File: src/rtl/cu_dispatch_pkg.sv
// Shared definitions for the wavefront dispatcher: tag layout, FSM
// encoding, latched descriptor layout and tag pack/unpack helpers.
package cu_dispatch_pkg;

  localparam int WG_ID_W  = 11;
  localparam int WF_IDX_W = 4;
  localparam int TAG_W    = WG_ID_W + WF_IDX_W;
  localparam int WF_CNT_W = 4;

  typedef enum logic [1:0] {
    ST_IDLE     = 2'd0,
    ST_DISPATCH = 2'd1,
    ST_GAP      = 2'd2
  } disp_state_e;

  typedef struct packed {
    logic [WG_ID_W-1:0]  wg_id;
    logic [WF_CNT_W-1:0] wf_count;
    logic [31:0]         start_pc;
    logic [9:0]          vgpr_base;
    logic [8:0]          sgpr_base;
    logic [15:0]         lds_base;
    logic [5:0]          wf_size;
    logic [9:0]          vgpr_stride;
    logic [8:0]          sgpr_stride;
  } wg_desc_t;

  // Build a wavefront tag from its workgroup id and index within the group.
  function automatic logic [TAG_W-1:0] pack_tag(input logic [WG_ID_W-1:0] wg_id,
                                                input logic [WF_IDX_W-1:0] wf_idx);
    return {wg_id, wf_idx};
  endfunction

  // Workgroup id carried in the upper bits of a tag.
  function automatic logic [WG_ID_W-1:0] tag_wg_id(input logic [TAG_W-1:0] tag);
    return tag[TAG_W-1:WF_IDX_W];
  endfunction

  // Wavefront index carried in the lower bits of a tag.
  function automatic logic [WF_IDX_W-1:0] tag_wf_idx(input logic [TAG_W-1:0] tag);
    return tag[WF_IDX_W-1:0];
  endfunction

endpackage

File: src/rtl/wg_track_cam.sv
// In-flight workgroup tracker: a small CAM of {valid, wg_id, remaining}
// entries with lowest-free allocation, done-tag matching, free-on-zero and a
// registered workgroup-complete pulse.
module wg_track_cam
  import cu_dispatch_pkg::*;
#(
  parameter int NUM_WG_SLOTS = 4
) (
  input  logic                clk,
  input  logic                rst,
  input  logic                alloc_en,
  input  logic [WG_ID_W-1:0]  alloc_id,
  input  logic [WF_CNT_W-1:0] alloc_count,
  input  logic [WG_ID_W-1:0]  query_id,
  output logic                has_free,
  output logic                id_present,
  input  logic                done_en,
  input  logic [WG_ID_W-1:0]  done_id,
  output logic                done_hit,
  output logic                wg_done,
  output logic [WG_ID_W-1:0]  wg_done_id
);

  localparam int IDX_W = (NUM_WG_SLOTS > 1) ? $clog2(NUM_WG_SLOTS) : 1;

  logic [NUM_WG_SLOTS-1:0] valid_q, valid_d;
  logic [WG_ID_W-1:0]      id_q  [NUM_WG_SLOTS];
  logic [WG_ID_W-1:0]      id_d  [NUM_WG_SLOTS];
  logic [WF_CNT_W-1:0]     rem_q [NUM_WG_SLOTS];
  logic [WF_CNT_W-1:0]     rem_d [NUM_WG_SLOTS];
  logic                    wg_done_q, wg_done_d;
  logic [WG_ID_W-1:0]      wg_done_id_q, wg_done_id_d;

  logic [IDX_W-1:0]        alloc_idx_s;
  logic [NUM_WG_SLOTS-1:0] done_match_s;

  // Associative lookups: lowest free entry, id already in flight, done match.
  always_comb begin
    has_free     = 1'b0;
    alloc_idx_s  = '0;
    id_present   = 1'b0;
    done_match_s = '0;
    for (int i = NUM_WG_SLOTS - 1; i >= 0; i--) begin
      has_free        = has_free | ~valid_q[i];
      alloc_idx_s     = valid_q[i] ? alloc_idx_s : IDX_W'(i);
      id_present      = id_present | (valid_q[i] & (id_q[i] == query_id));
      done_match_s[i] = valid_q[i] & (id_q[i] == done_id);
    end
    done_hit = done_en & (|done_match_s);
  end

  // Entry updates: decrement on done, free on last done, allocate on accept.
  always_comb begin
    valid_d      = valid_q;
    id_d         = id_q;
    rem_d        = rem_q;
    wg_done_d    = 1'b0;
    wg_done_id_d = wg_done_id_q;
    for (int i = 0; i < NUM_WG_SLOTS; i++) begin
      if (done_en && done_match_s[i]) begin
        rem_d[i] = rem_q[i] - 4'd1;
        if (rem_q[i] == 4'd1) begin
          valid_d[i]   = 1'b0;
          wg_done_d    = 1'b1;
          wg_done_id_d = id_q[i];
        end else begin
          valid_d[i] = valid_q[i];
        end
      end else if (alloc_en && (alloc_idx_s == IDX_W'(i))) begin
        valid_d[i] = 1'b1;
        id_d[i]    = alloc_id;
        rem_d[i]   = alloc_count;
      end else begin
        rem_d[i] = rem_q[i];
      end
    end
  end

  // CAM storage and the registered completion pulse.
  always_ff @(posedge clk or negedge rst) begin
    if (!rst) begin
      valid_q      <= '0;
      wg_done_q    <= 1'b0;
      wg_done_id_q <= '0;
      for (int i = 0; i < NUM_WG_SLOTS; i++) begin
        id_q[i]  <= '0;
        rem_q[i] <= '0;
      end
    end else begin
      valid_q      <= valid_d;
      wg_done_q    <= wg_done_d;
      wg_done_id_q <= wg_done_id_d;
      for (int i = 0; i < NUM_WG_SLOTS; i++) begin
        id_q[i]  <= id_d[i];
        rem_q[i] <= rem_d[i];
      end
    end
  end

  assign wg_done    = wg_done_q;
  assign wg_done_id = wg_done_id_q;

endmodule

File: src/rtl/cu_wf_dispatcher.sv
// Wavefront dispatcher for one compute unit: accepts workgroup descriptors,
// emits one dispatch pulse per wavefront, tracks CU wavefront credits and
// reports workgroup completion from returning done tags.
module cu_wf_dispatcher
  import cu_dispatch_pkg::*;
#(
  parameter int NUM_WG_SLOTS = 4,
  parameter int NUM_WF_SLOTS = 40,
  parameter int DISPATCH_GAP = 1
) (
  input  logic                clk,
  input  logic                rst,
  input  logic                wg_valid,
  output logic                wg_ready,
  input  logic [WG_ID_W-1:0]  wg_id,
  input  logic [WF_CNT_W-1:0] wg_wf_count,
  input  logic [31:0]         wg_start_pc,
  input  logic [9:0]          wg_vgpr_base,
  input  logic [8:0]          wg_sgpr_base,
  input  logic [15:0]         wg_lds_base,
  input  logic [5:0]          wg_wf_size,
  input  logic [9:0]          wg_vgpr_stride,
  input  logic [8:0]          wg_sgpr_stride,
  output logic                dispatch2cu_wf_dispatch,
  output logic [TAG_W-1:0]    dispatch2cu_wf_tag_dispatch,
  output logic [31:0]         dispatch2cu_start_pc_dispatch,
  output logic [9:0]          dispatch2cu_vgpr_base_dispatch,
  output logic [8:0]          dispatch2cu_sgpr_base_dispatch,
  output logic [15:0]         dispatch2cu_lds_base_dispatch,
  output logic [5:0]          dispatch2cu_wf_size_dispatch,
  output logic [WF_CNT_W-1:0] dispatch2cu_wg_wf_count,
  input  logic                cu2dispatch_wf_done,
  input  logic [TAG_W-1:0]    cu2dispatch_wf_tag_done,
  output logic                wg_done,
  output logic [WG_ID_W-1:0]  wg_done_id,
  output logic [5:0]          free_wf_slots,
  output logic [1:0]          err_flags
);

  localparam logic [2:0] GAP_LOAD   = (DISPATCH_GAP > 0) ? 3'(DISPATCH_GAP - 1) : 3'd0;
  localparam logic [5:0] WF_CREDITS = 6'(NUM_WF_SLOTS);

  disp_state_e         state_q, state_d;
  logic [WF_IDX_W-1:0] wf_idx_q, wf_idx_d;
  logic [2:0]          gap_cnt_q, gap_cnt_d;
  logic                last_sent_q, last_sent_d;
  wg_desc_t            desc_q, desc_d;

  logic                disp_q, disp_d;
  logic [TAG_W-1:0]    tag_q, tag_d;
  logic [31:0]         pc_q, pc_d;
  logic [9:0]          vgpr_q, vgpr_d;
  logic [8:0]          sgpr_q, sgpr_d;
  logic [15:0]         lds_q, lds_d;
  logic [5:0]          size_q, size_d;
  logic [WF_CNT_W-1:0] cnt_q, cnt_d;
  logic [5:0]          free_q, free_d;
  logic [1:0]          err_q, err_d;

  wg_desc_t            in_desc_s;
  logic                accept_s;
  logic                alloc_en_s;
  logic                last_wf_s;
  logic                cam_has_free_s;
  logic                cam_id_present_s;
  logic                cam_done_hit_s;
  logic                unused_tag_idx_s;

  // The wavefront index of a returning tag is not needed for bookkeeping.
  assign unused_tag_idx_s = ^tag_wf_idx(cu2dispatch_wf_tag_done);

  assign in_desc_s = '{
    wg_id:       wg_id,
    wf_count:    wg_wf_count,
    start_pc:    wg_start_pc,
    vgpr_base:   wg_vgpr_base,
    sgpr_base:   wg_sgpr_base,
    lds_base:    wg_lds_base,
    wf_size:     wg_wf_size,
    vgpr_stride: wg_vgpr_stride,
    sgpr_stride: wg_sgpr_stride
  };

  // Ready depends only on state and the offered descriptor, never on valid.
  assign wg_ready = (state_q == ST_IDLE) && cam_has_free_s &&
                    (free_q >= {2'b00, wg_wf_count}) && !cam_id_present_s;
  assign accept_s   = wg_valid & wg_ready;
  assign alloc_en_s = accept_s & (wg_wf_count != 4'd0);
  assign last_wf_s  = (wf_idx_q == (desc_q.wf_count - 4'd1));

  wg_track_cam #(
    .NUM_WG_SLOTS(NUM_WG_SLOTS)
  ) u_cam (
    .clk        (clk),
    .rst        (rst),
    .alloc_en   (alloc_en_s),
    .alloc_id   (wg_id),
    .alloc_count(wg_wf_count),
    .query_id   (wg_id),
    .has_free   (cam_has_free_s),
    .id_present (cam_id_present_s),
    .done_en    (cu2dispatch_wf_done),
    .done_id    (tag_wg_id(cu2dispatch_wf_tag_done)),
    .done_hit   (cam_done_hit_s),
    .wg_done    (wg_done),
    .wg_done_id (wg_done_id)
  );

  // Dispatch sequencer: next state, next wavefront and the registered bus.
  always_comb begin
    state_d     = state_q;
    wf_idx_d    = wf_idx_q;
    gap_cnt_d   = gap_cnt_q;
    last_sent_d = last_sent_q;
    desc_d      = desc_q;
    disp_d      = 1'b0;
    tag_d       = tag_q;
    pc_d        = pc_q;
    vgpr_d      = vgpr_q;
    sgpr_d      = sgpr_q;
    lds_d       = lds_q;
    size_d      = size_q;
    cnt_d       = cnt_q;
    err_d       = err_q;
    case (state_q)
      ST_IDLE: begin
        if (accept_s) begin
          if (wg_wf_count == 4'd0) begin
            err_d[1] = 1'b1;
          end else begin
            desc_d      = in_desc_s;
            wf_idx_d    = 4'd0;
            last_sent_d = 1'b0;
            state_d     = ST_DISPATCH;
          end
        end else begin
          state_d = ST_IDLE;
        end
      end
      ST_DISPATCH: begin
        disp_d = 1'b1;
        tag_d  = pack_tag(desc_q.wg_id, wf_idx_q);
        pc_d   = desc_q.start_pc;
        vgpr_d = desc_q.vgpr_base + 10'({6'd0, wf_idx_q} * desc_q.vgpr_stride);
        sgpr_d = desc_q.sgpr_base + 9'({5'd0, wf_idx_q} * desc_q.sgpr_stride);
        lds_d  = desc_q.lds_base;
        size_d = desc_q.wf_size;
        cnt_d  = desc_q.wf_count;
        if (last_wf_s) begin
          last_sent_d = 1'b1;
        end else begin
          wf_idx_d = wf_idx_q + 4'd1;
        end
        if (DISPATCH_GAP == 0) begin
          state_d = last_wf_s ? ST_IDLE : ST_DISPATCH;
        end else begin
          state_d   = ST_GAP;
          gap_cnt_d = GAP_LOAD;
        end
      end
      ST_GAP: begin
        if (gap_cnt_q == 3'd0) begin
          state_d = last_sent_q ? ST_IDLE : ST_DISPATCH;
        end else begin
          gap_cnt_d = gap_cnt_q - 3'd1;
        end
      end
      default: begin
        state_d = ST_IDLE;
      end
    endcase
    if (cu2dispatch_wf_done && !cam_done_hit_s) begin
      err_d[0] = 1'b1;
    end else begin
      err_d[0] = err_q[0];
    end
  end

  // Credits: one consumed per pulse, one returned per matched done.
  always_comb begin
    free_d = free_q - {5'd0, disp_d} + {5'd0, cam_done_hit_s};
  end

  // Sequencer state, registered dispatch bus, credits and sticky errors.
  always_ff @(posedge clk or negedge rst) begin
    if (!rst) begin
      state_q     <= ST_IDLE;
      wf_idx_q    <= '0;
      gap_cnt_q   <= '0;
      last_sent_q <= 1'b0;
      desc_q      <= '0;
      disp_q      <= 1'b0;
      tag_q       <= '0;
      pc_q        <= '0;
      vgpr_q      <= '0;
      sgpr_q      <= '0;
      lds_q       <= '0;
      size_q      <= '0;
      cnt_q       <= '0;
      free_q      <= WF_CREDITS;
      err_q       <= '0;
    end else begin
      state_q     <= state_d;
      wf_idx_q    <= wf_idx_d;
      gap_cnt_q   <= gap_cnt_d;
      last_sent_q <= last_sent_d;
      desc_q      <= desc_d;
      disp_q      <= disp_d;
      tag_q       <= tag_d;
      pc_q        <= pc_d;
      vgpr_q      <= vgpr_d;
      sgpr_q      <= sgpr_d;
      lds_q       <= lds_d;
      size_q      <= size_d;
      cnt_q       <= cnt_d;
      free_q      <= free_d;
      err_q       <= err_d;
    end
  end

  assign dispatch2cu_wf_dispatch        = disp_q;
  assign dispatch2cu_wf_tag_dispatch    = tag_q;
  assign dispatch2cu_start_pc_dispatch  = pc_q;
  assign dispatch2cu_vgpr_base_dispatch = vgpr_q;
  assign dispatch2cu_sgpr_base_dispatch = sgpr_q;
  assign dispatch2cu_lds_base_dispatch  = lds_q;
  assign dispatch2cu_wf_size_dispatch   = size_q;
  assign dispatch2cu_wg_wf_count        = cnt_q;
  assign free_wf_slots                  = free_q;
  assign err_flags                      = err_q;

endmodule

File: config.mk
export PLATFORM = sky130hd
export DESIGN_NAME = cu_wf_dispatcher
export DESIGN_NICKNAME = d
export VERILOG_FILES = /design/src/rtl/cu_dispatch_pkg.sv /design/src/rtl/wg_track_cam.sv /design/src/rtl/cu_wf_dispatcher.sv
export SDC_FILE = /design/constraint.sdc
export NUM_CORES = 1
export LEC_CHECK = 0
export CORE_ASPECT_RATIO = 1.1
export CORE_MARGIN = 10
export CORE_UTILIZATION = 55
export DETAILED_ROUTE_END_ITERATION = 12
export GPL_TIMING_DRIVEN = 0
export PLACE_DENSITY_LB_ADDON = 0.1
export REMOVE_ABC_BUFFERS = 1
export SETUP_SLACK_MARGIN = 0.4
export SYNTH_ARGS = -nofsm -noshare
export SYNTH_HDL_FRONTEND = slang
export SYNTH_HIERARCHICAL = 1
export SYNTH_SLANG_ARGS = --single-unit
File: constraint.sdc
create_clock -name clk -period 4.46 [get_ports clk]
set_input_delay 0.669 -clock clk [delete_from_list [all_inputs] [get_ports clk]]
set_output_delay 0.669 -clock clk [all_outputs]
set_load 0.03 [all_outputs]
# Yosys cells after proc, flatten, opt, wreduce, memory -nomap -nowiden
# Index checks and enable logic that the tools add are counted.
# word_totals
input_bits	126
latch_bits	0
wordCells	203
mem_bits_ro	0
ff_bits	294
out_inout_bits	114
mem_bits_rw	0
memories	0
# classes
n_eq_ne	29
add_sub_neg	11
shift	0
order_cmp	1
multipliers	2
reduce_logical	40
div	0
bitwise	26
n_mux	56
# op_table
operator	count
$eq 11x11->1	8
$mux 11	8
$mux 4	11
$mux 1	25
$ne 2x2->1 const B	10
$reduce_and 2->1	10
$sub 4x1->4 const B	5
$eq 4x1->1 const B	4
$mux 2	7
$logic_and 1x1->1	12
$reduce_bool 2->1	6
$and 1x1->1	11
$add 10x10->10	1
$mul 4x10->10	1
$add 9x9->9	1
$mul 4x9->9	1
$not 1->1	9
$pmux 4 s2	1
$reduce_and 4->1	2
$add 6x1->6	1
$eq 2x2->1 const B	3
$ge 6x4->1	1
$or 1x1->1	6
$pmux 2 s3	1
16 further kinds	20

# Longest topological paths before layout
# Gate-level depths: netlist of run 1.
# depth
depth_word	12
mapped_depth	18

# By module
# Netlist of run 1, hierarchy kept.
# by_module_without_submodules
module	instances	area_per_inst_um2	cells_per_inst	seq_area_each_um2
cu_wf_dispatcher	1	10985.5	993	5457.7
wg_track_cam	1	4652.0	518	1901.8

# Worst setup path before layout of run 1
# No wires, ideal clock.
# synth_path
path_kind	input port to flip-flop
startpoint	input wg_id[9]
endpoint	register u_cam/id_q[36] (netlist name)
required_ns	4.335
path_buffers	4
stages	15
arrival_time_ns	3.776
setup_time_ns	0.125
setup_slack_ns	0.560
path_cell_list	clkbuf_1 > xnor2_1 > nand4_1 > nor3_1 > or4_1 > nand4b_1 > o21ai_2 > nand3b_2 > buf_6 > clkbuf_1 > inv_1 > a21boi_1 > nand2b_1 > buf_4 > mux2_2
# synth_via
elab_chain_cells	11
# synth_rtl
item	line	rtl
start, declared	cu_wf_dispatcher.sv:15	input logic [WG_ID_W-1:0] wg_id,
$eq 11x11->1	wg_track_cam.sv:46	id_present = id_present | (valid_q[i] & (id_q[i] == query_id));
$and 1x1->1	wg_track_cam.sv:46	
$or 1x1->1 (2 in a row)	wg_track_cam.sv:46	
$or 1x1->1 (*)	wg_track_cam.sv:46	
named net cam_id_present_s	cu_wf_dispatcher.sv:65	logic cam_id_present_s;
$logic_not 1->1 (*)	cu_wf_dispatcher.sv:86	(free_q >= {2'b00, wg_wf_count}) && !cam_id_present_s;
$logic_and 1x1->1 (*)	cu_wf_dispatcher.sv:86	
named net wg_ready	cu_wf_dispatcher.sv:14	output logic wg_ready,
$and 1x1->1 (*)	cu_wf_dispatcher.sv:87	assign accept_s = wg_valid & wg_ready;
$and 1x1->1 (*)	cu_wf_dispatcher.sv:88	assign alloc_en_s = accept_s & (wg_wf_count != 4'd0);
named net alloc_en_s	cu_wf_dispatcher.sv:62	logic alloc_en_s;
$logic_and 1x1->1 (*)	wg_track_cam.sv:69	end else if (alloc_en && (alloc_idx_s == IDX_W'(i))) begin
$reduce_and 2->1 (no source line) (*)	--	
end signal, assigned by index	wg_track_cam.sv:94	id_q[i] <= id_d[i];
end, declared	wg_track_cam.sv:27	logic [WG_ID_W-1:0] id_q [NUM_WG_SLOTS];
# The timed path passes the listed nets; every way through them passes the cells marked *.
# A chain may end at the register's enable or synchronous reset.

# Worst setup path after layout of run 1
# layout_path
startpoint	input wg_id[7]
endpoint	register u_cam/rem_q[10] (netlist name)
# layout_via
elab_chain_cells	11
# layout_rtl
item	line	rtl
$eq 11x11->1	wg_track_cam.sv:46	
$and 1x1->1	wg_track_cam.sv:46	
$or 1x1->1 (2 in a row)	wg_track_cam.sv:46	
$or 1x1->1 (*)	wg_track_cam.sv:46	
named net cam_id_present_s	cu_wf_dispatcher.sv:65	
$logic_not 1->1 (*)	cu_wf_dispatcher.sv:86	
$logic_and 1x1->1 (*)	cu_wf_dispatcher.sv:86	
$and 1x1->1 (*)	cu_wf_dispatcher.sv:87	
$and 1x1->1 (*)	cu_wf_dispatcher.sv:88	
named net alloc_en_s	cu_wf_dispatcher.sv:62	
$logic_and 1x1->1 (*)	wg_track_cam.sv:69	
$reduce_bool 2->1 (no source line) (*)	--	
end signal, assigned by index	wg_track_cam.sv:95	rem_q[i] <= rem_d[i];
end, declared	wg_track_cam.sv:29	logic [WF_CNT_W-1:0] rem_q [NUM_WG_SLOTS];
# Marks and branches as above.

==> qor.csv, run 1 <==
metric,value,unit
Buf/Inv on CP,3,
Via density,5.44,
pwr dens,767,nW/µm²
WP data arrival,4.28,ns
delay of the slowest critical-path stage,0.66,ns
Core Footprint,27900,µm²
cell with the most instances after synthesis,nand2_1,
initial antenna violation count,1,
Worst setup SP type,primary input,
GRT Residual Overflow,0,
Sink Count,294,
"FF+latch count, synth",294,
Final Skew,0.0177,ns
final WL,40100,µm
remaining antenna violation count,0,
Residual DRC,0,
f_max,258,MHz
pin slew with the least headroom to its limit,1.07,ns
Critical-path top delay cell,or4_1,
WS Path Type,primary input to flip-flop,
Synth Area per Inst,10.3,µm²
final setup vio count,0,
outcome,"complete, no violations",
Post-DP HPWL,28100,µm
"EDFF count, synth",0,
Area after DPL,18300,µm²
Post-synth top flop,dfrtp_1,
clock latency on the worst-skew pair,0.57,ns
initial drt markers,754,
post-synthesis simple-gate area fraction,16.8,%
die area,35600,µm²
DIE HEIGHT,197,µm
Post-Synth XOR/XNOR Area,6.93,%
largest net degree at the start of global routing,119,
Synth Area in Compound Gates,6.08,%
Worst path top cell family by delay,simple AND/OR/NAND/NOR gates,
total power,14.9,mW
CP cell instances,"dlygate4sd2_1, xnor2_1, nand4_1, nor3_1, or4_1, nand4b_1, o21ai_4, nand3b_4, buf_16, inv_1, nand2_1, or2_2, o211ai_1, o311ai_0",
fill cell count,2127,
final hold violation count,0,
Root Driver,clkbuf_16,
main area contributors after synthesis,"dfrtp_1 (47%), nand2_1 (9.4%), fa_1 (4.9%)",
Ys Warns,6,
P_leak,9.25,nW
Clock H-tree levels,1,
Synth Cell Area,15600,µm²
share of layout cells above drive strength 1,12.2,%
max-cap viol count,0,
unrepaired setup endpoints after global routing,false,
first-pass GRT wire length,64600,µm
CP max FO,39,
synth cell count leaders,"nand2_1 (390), dfrtp_1 (292), inv_1 (104)",
num rows,64,
post-synthesis sequential area ratio,47.1,%
routability cong.,0.893,
I/O pin count,240,
port bufs,235,
Die X,181,µm
Initial Utilization,56.0,%
post-layout worst setup margin,0.589,ns
wire length per cell,19.0,µm
Mapped Cells,1511,
Tot GR Track Use,22.1,%
largest area contributor in the netlist,dfrtp_1,
vias in the first global route,11697,
CTS hold repair buffers,0,
final instance area,19500,µm²
Synth top area share,46.7,%
CTS tree,yes,
async set-reset flop share out of synthesis,100,%
drt pass-1 iters,6,
Clock transition at path regs,0.06,ns
Adder-Cell Fraction of Synth Area,8.79,%
nets,1932,
min cycle time layout,3.87,ns
Crit. End Element,flip-flop,
mux share of post-synthesis cell area,9.55,%
worst endpoint required time,4.87,ns
Final period util,86.8,%
P&R area growth vs syn,24.5,%
Tightest Hold Check Type,primary input to async pin,
via count,11457,
peak supply drop,0.453,mV
largest family of logic cells by synthesized area,simple AND/OR/NAND/NOR gates,
post-synth cell types,64,
relative slew slack,28.3,%
Pins Over Slew Limit,0,
Num CTS Buffers,31,
clk buf depth,3,
post-place setup slack,-1.16,ns
-- where the power goes --
group	internal (mW)	switching [mW]	total, mW
logic	3.45	3.89	7.34
registers	3.94	1.04	4.97
clock network	1.54	1.08	2.62
-- kinds of logic after synthesis --
logic type               after synthesis
AO/OA/AOI/OAI                        138
XOR/XNOR                             119
adder cells (fa/ha/maj)               87
buffers and inverters                178
flip-flops                           294
multiplexers                         116
AND/OR/NAND/NOR                      579
-- sequential cells by signal, indices dropped and copies added (netlist names), 9 cells and up --
register,count
u_cam/rem_q,16
dispatch2cu_vgpr_base_dispatch,10
desc_q,107
dispatch2cu_sgpr_base_dispatch,9
u_cam/wg_done_id,11
dispatch2cu_lds_base_dispatch,16
dispatch2cu_start_pc_dispatch,32
u_cam/id_q,44
dispatch2cu_wf_tag_dispatch,15
-- path summary, 6_finish.rpt --
path | startpoint | end | slack (ns) | cells past startpoint
max reg2reg | u_cam/id_q[0] | u_cam/rem_q[10] | 0.73 | 13
max | wg_id[7] | u_cam/rem_q[10] | 0.59 | 14
min reg2reg | desc_q[60] | dispatch2cu_start_pc_dispatch[0] | 0.46 | 2
min in group clk | desc_q[60] | dispatch2cu_start_pc_dispatch[0] | 0.46 | 2
min | rst | dispatch2cu_lds_base_dispatch[4] | 0.09 | 1
max in group asynchronous | rst | u_cam/rem_q[11] | 3.33 | 2
-- layer usage --
layer | up-vias | track usage, % | wire length, µm
li1 | 5416 | - | -
met1 | 5660 | 28.5 | 17100
met2 | 307 | 38.0 | 20100
met3 | 74 | 3.21 | 1800
met4 | 0 | 6.75 | 1200
met5 | - | 0 | 0
-- cell usage in the layout, fill, tap and decap left out, types with 12 or more instances in the layout --
cell	synthesis	routed
nand2_1	390	389
a21oi_1	29	29
clkdlybuf4s50_1	0	222
mux2_2	65	65
nor4_1	19	18
nor3_1	13	12
o211ai_1	21	21
dfrtp_1	292	289
ha_1	49	49
nand4_1	23	23
xnor2_1	78	78
a31oi_1	12	12
xor2_1	38	38
clkbuf_16	0	31
inv_1	104	103
fa_1	38	38
and2_1	49	49
mux2_4	50	50
nor2_1	21	20
nand3_1	15	15
o21ai_0	21	21
-- per-stage QoR --
step,TNS [ns],utilization (%),hold WS [ns],cells
floorplan,-131.87,-,0.373,1437
global placement,-3748.74,64.7,0.439,2035
detailed placement,-69.37,65.6,0.446,2045
CTS,0,69.6,0.104,2107
global route,0,69.7,0.125,2108
finish,0,69.7,0.0911,2108
-- repair_timing --
| action | CTS | global route |
|---|---|---|
| endpoints found under the setup margin | 111 | 61 |
| gates cloned | 1 | 0 |
| gates resized for setup | 14 | 10 |
| setup buffers | 3 | 0 |
| pin swaps | 1 | 0 |
-- layout make-up --
class | count | area (µm²) | area share [%]
diodes | 1 | 2.50 | 0.0129
clock buffers | 44 | 915 | 4.70
clock inverters | 14 | 136 | 0.700
inverters | 104 | 393 | 2.02
multi-input cells | 1040 | 7610 | 39.1
flip-flops and latches | 294 | 7360 | 37.8
well taps | 363 | 454 | 2.33
repair buffers | 248 | 2600 | 13.3
Power figures use the tool's default switching activity.
==> run 2: changes to the inputs <==
--- a/config.mk
+++ b/config.mk
@@ -8,8 +8,10 @@
 export CORE_ASPECT_RATIO = 1.1
 export CORE_MARGIN = 10
 export CORE_UTILIZATION = 55
+export CTS_BUF_LIST = sky130_fd_sc_hd__clkbuf_8 sky130_fd_sc_hd__clkbuf_16
 export DETAILED_ROUTE_END_ITERATION = 12
 export GPL_TIMING_DRIVEN = 0
+export MAX_ROUTING_LAYER = met4
 export PLACE_DENSITY_LB_ADDON = 0.1
 export REMOVE_ABC_BUFFERS = 1
 export SETUP_SLACK_MARGIN = 0.4
==> qor.csv, run 2 (same netlist as run 1, synthesis figures left out) <==
metric,value,unit
CP cell instances,"clkdlybuf4s15_1, xnor2_1, nand4_1, nor3_1, or4_1, nand4b_1, o21ai_4, nand3b_4, buf_16, inv_1, nand2_1, or2_2, o211ai_1, o311ai_0",
Die X,181,µm
relative slew slack,36.0,%
NetSw,5.95,mW
Core Footprint,27900,µm²
Via density,5.40,
Clock H-tree levels,1,
Top Metal Used,met4,
Root Driver,clkbuf_16,
initial drt markers,677,
"commonest non-fill, non-tap cell in the layout",nand2_1,
post-layout worst setup margin,0.589,ns
drt pass-1 iters,5,
nets,1931,
met3 WL,1670,µm
worst r2r path cells,10,
share of layout cells above drive strength 1,11.7,%
P_leak,9.22,nW
routability cong.,0.931,
wire length per cell,18.5,µm
Final period util,86.8,%
final hold violation count,0,
worst endpoint required time,4.87,ns
Tot GR Track Use,22.1,%
initial antenna violation count,2,
Worst setup SP type,primary input,
remaining antenna violation count,0,
unrepaired setup endpoints after global routing,true,
Pins Over Slew Limit,0,
clock latency on the worst-skew pair,0.56,ns
WS Path Type,primary input to flip-flop,
I/O pin count,240,
Crit. End Element,flip-flop,
num rows,64,
pwr dens,762,nW/µm²
port bufs,235,
final WL,39100,µm
via count,11379,
f_max,258,MHz
most frequent cells in the layout,"nand2_1 (389), dfrtp_1 (289), clkdlybuf4s50_1 (222), inv_1 (113), xnor2_1 (78)",
GRT Residual Overflow,0,
Num CTS Buffers,31,
WL met1,17100,µm
Clk network pwr share,16.9,%
DIE HEIGHT,197,µm
peak supply drop,0.450,mV
DR WL met2,19400,µm
logic gate share of total power,49.5,%
post-place setup slack,-1.14,ns
internal power,8.82,mW
fill cell count,2134,
total power,14.8,mW
pin slew with the least headroom to its limit,0.956,ns
CTS tree,yes,
largest net degree at the start of global routing,124,
Tightest Hold Check Type,primary input to async pin,
CP max FO,36,
WP data arrival,4.28,ns
flop2flop setup slack,0.71,ns
delay of the slowest critical-path stage,0.65,ns
max FFs per register,107,
die area,35600,µm²
vias in the first global route,11559,
final setup vio count,0,
Residual DRC,0,
min cycle time layout,3.87,ns
first-pass GRT wire length,62900,µm
max-cap viol count,0,
Sink Count,294,
clk buf depth,3,
Switching Fraction,40.3,%
Reg power frac,33.6,%
P&R area growth vs syn,24.0,%
Clock transition at path regs,0.06,ns
outcome,"complete, no violations",
Post-DP HPWL,27500,µm
Initial Utilization,56.0,%
Final Skew,0.0172,ns
Final Core Density,69.4,%
Critical-path top delay cell,or4_1,
Reg with most FFs,desc_q,
-- run 2: cell types whose count changed in the layout (fill, tap and decap cells not counted), sizes merged --
| cell | previous run | this run |
|---|---|---|
| inv | 106 | 115 |
| dlygate4sd2 | 5 | 7 |
| buf | 14 | 13 |
| clkinv | 8 | 6 |
| diode | 1 | 2 |
| dlymetal6s2s | 6 | 3 |
| clkdlybuf4s15 | 1 | 2 |
| clkbuf | 44 | 35 |
-- run 2: metal layers --
layer,up-vias,track usage (%)
met5,-,-
met2,259,36.6
met1,5645,28.1
li1,5421,-
met4,0,6.23
met3,54,2.80
-- run 2: worst max-delay path, delay by kind of cell --
kind,cells,cell delay [ns]
buffers and inverters,3,0.80
XOR/XNOR,1,0.25
AND/OR/NAND/NOR,7,1.95
AO/OA/AOI/OAI,3,0.59
-- run 2: layout make-up --
type	count	area, µm²	area share (%)
clock inverters	21	155	0.800
diodes	2	5.00	0.0258
well taps	363	454	2.34
clock buffers	35	831	4.29
flip-flops and latches	294	7360	38.0
repair buffers	247	2570	13.3
multi-input cells	1040	7610	39.2
inverters	104	393	2.03
-- run 2: worst paths after layout --
check / start / end
min in group clk: desc_q[66] / dispatch2cu_start_pc_dispatch[6]
max reg2reg: wf_idx_q[1] / dispatch2cu_vgpr_base_dispatch[8]
max in group asynchronous: rst / free_wf_slots[4]
min: rst / desc_q[37]
max: wg_id[7] / u_cam/rem_q[10]
min reg2reg: desc_q[66] / dispatch2cu_start_pc_dispatch[6]
-- run 2: what timing repair did --
item	in CTS	in global routing
gates resized for setup	16	8
pin swaps	1	0
gates cloned	1	0
setup buffers	3	0
setup endpoints to repair	114	59
hold buffers	0	0
-- run 2: power by group through the flow --
stage | Sequential (mW) | Clock [mW] | Combinational (mW)
floorplan | 5.57 | 0 | 4.44
global placement | 4.94 | 0 | 7.25
detailed placement | 4.98 | 0 | 7.32
CTS | 4.95 | 2.56 | 7.39
global route | 5.14 | 2.67 | 8.08
finish | 4.96 | 2.50 | 7.30
-- run 2: stage by stage --
| stage | instance area [µm²] | cells | setup TNS (ns) | hold slack, ns |
|---|---|---|---|---|
| floorplan | 15300 | 1437 | -131.87 | 0.373 |
| finish | 19400 | 2106 | 0 | 0.0294 |
| global placement | 18100 | 2035 | -3755.28 | 0.438 |
| CTS | 19400 | 2104 | 0 | 0.0280 |
| detailed placement | 18300 | 2044 | -75.47 | 0.449 |
| global route | 19400 | 2106 | 0 | 0.0510 |
==> run 3: changes to the inputs <==
--- a/config.mk
+++ b/config.mk
@@ -17,5 +17,4 @@
 export SETUP_SLACK_MARGIN = 0.4
 export SYNTH_ARGS = -nofsm -noshare
 export SYNTH_HDL_FRONTEND = slang
-export SYNTH_HIERARCHICAL = 1
 export SYNTH_SLANG_ARGS = --single-unit
==> qor.csv, run 3 <==
metric,value,unit
outcome,"complete, no violations",
CTS tree,yes,
f_max,259,MHz
port bufs,235,
Reg with most FFs,desc_q,
CP max FO,22,
Final Skew,0.0172,ns
Crit. End Element,flip-flop,
total power,14.2,mW
async set-reset flop share out of synthesis,100,%
remaining antenna violation count,0,
post-CTS setup buffer count,0,
largest area contributor in the netlist,dfrtp_1,
Synth Cell Area,15400,µm²
max FFs per register,107,
main area contributors after synthesis,"dfrtp_1 (48%), mux2_2 (10%), nand2_1 (7.9%)",
initial antenna violation count,2,
pwr dens,744,nW/µm²
via count,10882,
Residual DRC,0,
final hold violation count,0,
P&R area growth vs syn,24.3,%
unrepaired setup endpoints after global routing,true,
clk buf depth,3,
"EDFF count, synth",0,
Mapped Cells,1435,
fill cell count,2152,
vias in the first global route,11443,
"FF+latch count, synth",294,
post-synth cell types,67,
GRT Residual Overflow,0,
most frequent cells in the layout,"nand2_1 (321), dfrtp_1 (289), clkdlybuf4s50_1 (233), mux2_2 (136), xnor2_1 (96)",
I/O pin count,240,
Post-Synth XOR/XNOR Area,7.24,%
final setup vio count,0,
Post-DP HPWL,27200,µm
peak supply drop,0.581,mV
synth cell count leaders,"nand2_1 (322), dfrtp_1 (292), mux2_2 (136)",
first-pass GRT wire length,61600,µm
share of layout cells above drive strength 1,13.7,%
post-synthesis simple-gate area fraction,15.3,%
die area,35000,µm²
wire length per cell,19.0,µm
clock latency on the worst-skew pair,0.58,ns
Clock transition at path regs,0.06,ns
DIE HEIGHT,195,µm
WP data arrival,4.29,ns
largest family of logic cells by synthesized area,simple AND/OR/NAND/NOR gates,
Core Footprint,27700,µm²
Die X,179,µm
Pins Over Slew Limit,0,
Final Core Density,68.9,%
Tot GR Track Use,22.5,%
Final period util,86.6,%
post-synthesis sequential area ratio,47.9,%
largest net degree at the start of global routing,125,
Storage cell area,7360,µm²
pin slew with the least headroom to its limit,1.45,ns
Clock H-tree levels,1,
initial drt markers,726,
Post-synth top flop,dfrtp_1,
nets,1852,
drt pass-1 iters,4,
P_leak,8.89,nW
"commonest non-fill, non-tap cell in the layout",nand2_1,
area of the multi-input gates,7330,µm²
num rows,64,
Initial Utilization,55.4,%
WS Path Type,flip-flop to flip-flop,
Adder-Cell Fraction of Synth Area,8.95,%
Worst setup SP type,flip-flop,
Num CTS Buffers,31,
Root Driver,clkbuf_16,
Tightest Hold Check Type,primary input to async pin,
Via density,5.36,
routability cong.,0.894,
final WL,38600,µm
Sink Count,294,
Synth Area in Compound Gates,5.23,%
Synth Area per Inst,10.7,µm²
min cycle time layout,3.86,ns
cell with the most instances after synthesis,nand2_1,
Ys Warns,0,
max-cap viol count,0,
mux share of post-synthesis cell area,10.9,%
worst endpoint required time,4.89,ns
Synth top area share,47.6,%
relative slew slack,2.94,%
==> run 3: changes by cell type after synthesis, moves of 18 or more <==
cell | before | now
mux2_2 | 65 | 136
nand2_1 | 390 | 322
mux2_4 | 50 | 0
o211ai_1 | 21 | 3
o21ai_0 | 21 | 39
xnor2_1 | 78 | 96
==> run 3: repair_timing <==
item,in CTS,in global routing
gates resized for setup,3,3
setup endpoints to repair,2,6
endpoints found under the hold margin,0,0
hold buffers,0,0
==> run 3: worst max-delay path, cell delays in order, from the launching register on <==
cell      delay, ns
dfrtp_2        0.61
nand2_1        0.14
fa_1           0.49
fa_1           0.52
fa_1           0.51
inv_1          0.04
ha_1           0.32
a21oi_1        0.23
o21bai_1       0.13
a211o_1        0.30
a31oi_1        0.20
xor2_1         0.15
o21ai_0        0.08
==> run 3: through the flow <==
stage               hold slack [ns]   TNS, ns  setup slack (ns)  instance area, µm²  instances
CTS                           0.118         0             0.406               19100       2027
finish                       0.0910         0             0.599               19100       2029
detailed placement            0.447         0            0.0978               18000       1969
global placement              0.438  -3192.06            -10.03               17800       1964
floorplan                     0.373    -0.664            -0.328               15000       1366
global route                  0.133         0             0.374               19100       2029
==> run 3: worst paths after layout <==
| path | startpoint | end | slack, ns | depth (start not counted) |
|---|---|---|---|---|
| min in group clk | desc_q[74] | dispatch2cu_start_pc_dispatch[14] | 0.46 | 2 |
| min reg2reg | desc_q[74] | dispatch2cu_start_pc_dispatch[14] | 0.46 | 2 |
| max in group asynchronous | rst | u_cam.id_q[38] | 3.30 | 2 |
| min | rst | dispatch2cu_lds_base_dispatch[7] | 0.09 | 1 |
| max reg2reg | wf_idx_q[1] | dispatch2cu_vgpr_base_dispatch[8] | 0.60 | 12 |
| max | wf_idx_q[1] | dispatch2cu_vgpr_base_dispatch[8] | 0.60 | 12 |
==> run 3: power by group <==
group          total (mW)  internal, mW  switching [mW]
clock                2.69          1.60            1.10
sequential           4.63          3.79           0.847
combinational        6.88          3.20            3.68
==> run 3: layer usage <==
metal / part of all wire [%] / track usage [%]
met1: 42 / 27.6
met2: 51 / 38.2
met3: 4.8 / 3.15
met4: 2.4 / 6.02
met5: 0 / -
==> run 3: kinds of logic after synthesis <==
logic type / after synthesis
AO/OA/AOI/OAI: 118
AND/OR/NAND/NOR: 497
flip-flops: 294
buffers and inverters: 162
adder cells (fa/ha/maj): 87
XOR/XNOR: 127
multiplexers: 150
==> run 3: layout make-up <==
| class | count | share of cell area [%] |
|---|---|---|
| Antenna cell | 2 | 0.0262 |
| Clock buffer | 40 | 4.71 |
| Clock inverter | 18 | 0.977 |
| Inverter | 93 | 1.84 |
| Multi-Input combinational cell | 979 | 38.4 |
| Sequential cell | 294 | 38.6 |
| Tap cell | 363 | 2.38 |
| Timing Repair Buffer | 240 | 13.0 |
